**config.mk**
```make
export PLATFORM = sky130hd
export DESIGN_NAME = vram_port_scheduler
export DESIGN_NICKNAME = d
export VERILOG_FILES = /design/src/rtl/vram_port_scheduler.sv
export SDC_FILE = /design/constraint.sdc
export NUM_CORES = 1
export LEC_CHECK = 0
export CORE_MARGIN = 1.5
export CORE_UTILIZATION = 64
export CTS_CLUSTER_DIAMETER = 200
export CTS_CLUSTER_SIZE = 30
export DETAILED_ROUTE_END_ITERATION = 16
export DONT_BUFFER_PORTS = 1
export PLACE_DENSITY_LB_ADDON = 0.3
export SLEW_MARGIN = 20
export SYNTH_ARGS = -nofsm -noshare
export SYNTH_HDL_FRONTEND = slang
export SYNTH_SLANG_ARGS = --single-unit
export TNS_END_PERCENT = 50
```
**constraint.sdc**
```tcl
create_clock -name clk -period 4.32 [get_ports clk]
set_input_delay 0.648 -clock clk [delete_from_list [all_inputs] [get_ports clk]]
set_output_delay 0.648 -clock clk [all_outputs]
set_load 0.02 [all_outputs]
```
**src/rtl/vram_port_scheduler.sv**
```systemverilog
`default_nettype none
// ============================================================================
// Module  : vram_port_scheduler
// Brief   : Shares one VRAM port between the renderer (always wins) and a
//           FIFO-queued, in-order CPU request stream.
// Revision: 1.0
// ============================================================================
module vram_port_scheduler #(
    parameter int ADDR_W = 14,
    parameter int DATA_W = 32,
    parameter int DEPTH  = 4
) (
    input  logic                     clk,
    input  logic                     reset,
    input  logic                     rend_req,
    input  logic [ADDR_W-1:0]        rend_addr,
    output logic [DATA_W-1:0]        rend_q,
    input  logic                     cpu_valid,
    output logic                     cpu_ready,
    input  logic                     cpu_we,
    input  logic [ADDR_W-1:0]        cpu_addr,
    input  logic [DATA_W-1:0]        cpu_wdata,
    output logic                     cpu_rvalid,
    output logic [DATA_W-1:0]        cpu_rdata,
    output logic [$clog2(DEPTH):0]   fifo_level,
    output logic [ADDR_W-1:0]        ram_addr,
    output logic [DATA_W-1:0]        ram_d,
    output logic                     ram_we,
    input  logic [DATA_W-1:0]        ram_q
);

    localparam int c_PTR_W = $clog2(DEPTH);
    localparam int c_LVL_W = c_PTR_W + 1;
    localparam logic [c_LVL_W-1:0] c_FULL = c_LVL_W'(DEPTH);

    logic [ADDR_W-1:0]  r_fifo_addr  [DEPTH];
    logic [DATA_W-1:0]  r_fifo_wdata [DEPTH];
    logic [DEPTH-1:0]   r_fifo_we;
    logic [c_PTR_W-1:0] r_wr_ptr;
    logic [c_PTR_W-1:0] r_rd_ptr;
    logic [c_LVL_W-1:0] r_level;
    logic               r_rd_pend;
    logic               r_rvalid;
    logic [DATA_W-1:0]  r_rdata;

    logic w_push;
    logic w_issue;
    logic w_head_we;

    assign cpu_ready  = (r_level != c_FULL);
    assign w_push     = cpu_valid & cpu_ready;
    assign w_issue    = ~rend_req & (r_level != '0);
    assign w_head_we  = r_fifo_we[r_rd_ptr];

    assign fifo_level = r_level;
    assign rend_q     = ram_q;
    assign cpu_rvalid = r_rvalid;
    assign cpu_rdata  = r_rdata;

    // Renderer has absolute priority; the FIFO head only drives an idle port.
    always_comb begin
        ram_addr = '0;
        ram_d    = '0;
        ram_we   = 1'b0;
        if (rend_req) begin
            ram_addr = rend_addr;
        end else if (w_issue) begin
            ram_addr = r_fifo_addr[r_rd_ptr];
            ram_d    = r_fifo_wdata[r_rd_ptr];
            ram_we   = w_head_we & ~reset;
        end
    end

    // Payload storage needs no reset: the pointers define what is valid.
    always_ff @(posedge clk) begin
        if (w_push) begin
            r_fifo_addr[r_wr_ptr]  <= cpu_addr;
            r_fifo_wdata[r_wr_ptr] <= cpu_wdata;
            r_fifo_we[r_wr_ptr]    <= cpu_we;
        end
    end

    always_ff @(posedge clk) begin
        if (reset) begin
            r_wr_ptr <= '0;
            r_rd_ptr <= '0;
            r_level  <= '0;
        end else begin
            if (w_push) begin
                r_wr_ptr <= r_wr_ptr + 1'b1;
            end
            if (w_issue) begin
                r_rd_ptr <= r_rd_ptr + 1'b1;
            end
            case ({w_push, w_issue})
                2'b10:   r_level <= r_level + c_LVL_W'(1);
                2'b01:   r_level <= r_level - c_LVL_W'(1);
                default: r_level <= r_level;
            endcase
        end
    end

    // RAM data arrives one cycle after the issue; capture it then, pulse next.
    always_ff @(posedge clk) begin
        if (reset) begin
            r_rd_pend <= 1'b0;
            r_rvalid  <= 1'b0;
            r_rdata   <= '0;
        end else begin
            r_rd_pend <= w_issue & ~w_head_we;
            r_rvalid  <= r_rd_pend;
            if (r_rd_pend) begin
                r_rdata <= ram_q;
            end
        end
    end

endmodule
`default_nettype wire

```
==> impl_metrics.json <==
{
  "run_status": "finished clean",
  "post-route-period-util_pct": 72.37,
  "nets": 557,
  "regArea_sq_mm": 0.006513,
  "hpwl_mm": 10.14,
  "gp_congestion": 0.7082,
  "synth_seq_area_share_pct": 71.59,
  "syn_inst": 493,
  "core_area_sq_mm": 0.01388,
  "hold_path_class": "input port to flip-flop",
  "vias": 4000,
  "grt_pass1_wl_mm": 22.65,
  "regToRegSetupSlack_ns": 1.29,
  "wl_mm": 15.80,
  "synth-simple-area-share_pct": 4.928,
  "htree_num_levels": 1,
  "synth_seq_cells": 231,
  "cap_violations": 0,
  "synth-edff-count": 188,
  "firstDrtPassIters": 4,
  "synthAdderAreaFrac_pct": 0.9086,
  "rsz0062_at_grt": "no",
  "final_max_slew_viol_count": 0,
  "ioPinCount": 213,
  "fin_setup_tns_ns": 0,
  "synth_top_area_share_pct": 62.11,
  "synthXorXnorAreaFrac_pct": 0.1927,
  "tightest_slew_ns": 0.9390,
  "hold_viol": 0,
  "r2r_end": "fifo_level[2]$_SDFFE_PP0P_",
  "placed_area_sq_mm": 0.008955,
  "clock-root-buffer": "clkbuf_16",
  "clockBufferDepth": 3,
  "synth_cell_types": 31,
  "synth_top_cell_by_area": "edfxtp_1",
  "cts_resized": 0,
  "synthArstFlopShare_pct": 0,
  "grt_max_degree": 50,
  "worstRegToRegCells": 9,
  "die_w_microns": 122.2,
  "post-synth-top-count-cell": "edfxtp_1",
  "grt_usage_pct": 20.75,
  "worstSetupEndpoint": "ram_addr[6]",
  "hold_buffers": 0,
  "cts_tree": "built",
  "post_cts_buffers": 0,
  "drtIter0Drc": 198,
  "rows": 43,
  "synth_top_family_by_area": "multiplexers",
  "synthMuxAreaShare_pct": 15.90,
  "final_area_sq_mm": 0.009263,
  "start_util_pct": 65.48,
  "antenna_found_initial": 0,
  "slew_headroom_pct": 37.40,
  "ant_nets": 0,
  "cp_max_fo": 46,
  "synth_compound_area_share_pct": 1.707,
  "fp.dieH_microns": 122.2,
  "syn_area_per_cell_sq_um": 18.44,
  "io_buffer_count": 0,
  "crit_path_end_kind": "primary output",
  "worstPathRequired_ns": 3.67,
  "hold_ws_ns": 0.2525,
  "grt_overflow": 0,
  "fillers": 918,
  "path_class": "flip-flop to primary output",
  "r2r_start": "fifo_level[2]$_SDFFE_PP0P_",
  "cts_buffers": 11,
  "arrival_ns": 2.48,
  "clk_pin_slew_ns": 0.11,
  "syn_nets": 596,
  "fin_skew_ns": 0.01361,
  "power_density_mw_per_mm2": 542.0,
  "fp.dieArea_sq_mm": 0.01493,
  "viasPerCell": 6.260,
  "synth.area.top_cells": "edfxtp_1 62%, mux4_2 10%, dfxtp_1 9.5%, mux2i_1 3.6%, buf_4 2.6%",
  "drc": 0,
  "ir_worst_vdd_uv": 539.8,
  "setup_viol": 0,
  "wl_per_cell_microns": 24.72,
  "fin_crit_ns": 3.126,
  "insertion_delay_ns": 0.46,
  "fmax_ghz": 0.3199,
  "area_growth_pct": 1.914,
  "drive_above_1_share_pct": 15.50,
  "hp-start": "reset",
  "synth_common_cells": "188 x edfxtp_1, 43 x dfxtp_1, 41 x mux4_2",
  "start_kind": "flip-flop",
  "multi_input_area_sq_mm": 0.002153,
  "cts_sinks": 231,
  "synth_top_flop_cell": "edfxtp_1",
  "netlist_area_sq_mm": 0.009089,
  "grt_pass1_vias": 4098,
  "p_leak_nw": 2.909,
  "yosysWarnings": 0
}
[cells in the final DEF (no fill, tap or decap), types with 2 or more instances in the layout]
master and n:
ha_1 5, mux4_2 41, mux2_2 3, xor2_1 2, nand2b_1 3, nor2_1 39, inv_1 6, clkbuf_16 11
mux2i_1 33, clkbuf_1 5, dfxtp_1 40, and2_1 32, and2_2 4, nor2b_1 2, a22o_1 14, dfxtp_2 2
o21ai_0 2, mux4_1 6, buf_4 5, edfxtp_1 188, or3_1 2, a21oi_1 3
[layout make-up]
| cell class | instances | area share [%] |
|---|---|---|
| Clock buffer | 16 | 3.174 |
| Antenna cell | 1 | 0.02702 |
| Inverter | 7 | 0.2837 |
| Tap cell | 180 | 2.431 |
| Multi-Input combinational cell | 198 | 23.25 |
| Clock inverter | 1 | 0.1216 |
| Sequential cell | 231 | 70.31 |
| Timing Repair Buffer | 5 | 0.4052 |
[through the flow]
step	util, %	std cells	power (mW)	setup WS, ns
floorplan	-	493	3.885	1.724
global placement	64.51	621	3.957	1.367
detailed placement	64.51	621	3.990	1.306
CTS	66.71	638	5.087	1.131
global route	66.71	638	5.246	1.013
finish	66.73	639	5.020	1.194
[layer usage]
layer  vias up  global-route usage, %  wire length, microns
met5         -                      0                     0
li1       1768                      -                     -
met3        20                  6.414                  1474
met4         0                  5.087                   246
met1      2044                  24.28                  5700
met2       168                  37.50                  8375
[logic make-up after synthesis]
logic type | count (synthesis)
DFF | 231
and+or+nand+nor | 87
muxes | 83
buffers and inverters | 64
AOI/OAI and AO/OA | 20
adders and majority gates | 6
xor gates and xnor gates | 2
[registers in the layout, indices dropped and copies added (netlist names), named ones only]
name          flops
r_rd_ptr          2
r_fifo_we         4
r_wr_ptr          2
r_fifo_wdata    128
fifo_level        3
cpu_rvalid        1
r_fifo_addr      56
cpu_rdata        32
r_rd_pend         1
[how the worst min path moves through the flow]
stage | end | slack (ns) | depth (start not counted)
after global placement | r_wr_ptr[1]$_SDFFE_PP0P_ | 0.49 | 2
final | cpu_rdata[28]$_SDFFE_PP0P_ | 0.25 | 1
after global routing | cpu_rdata[28]$_SDFFE_PP0P_ | 0.22 | 1
after floorplan | flip-flop | 0.48 | 2
after CTS | cpu_rdata[27]$_SDFFE_PP0P_ | 0.24 | 1
after detailed placement | flip-flop | 0.50 | 2
[power breakdown]
part,switching [mW],leakage (nW),internal (mW)
Sequential,0.263,2.08,2.64
Combinational,0.537,0.686,0.468
Clock,0.622,0.148,0.486
[critical path, cell delays in order, from the launching register on]
cell and delay [ns]:
dfxtp_4 0.95, mux4_1 0.70, a22o_1 0.32
Note: power is estimated with default switching activity, not from simulation.
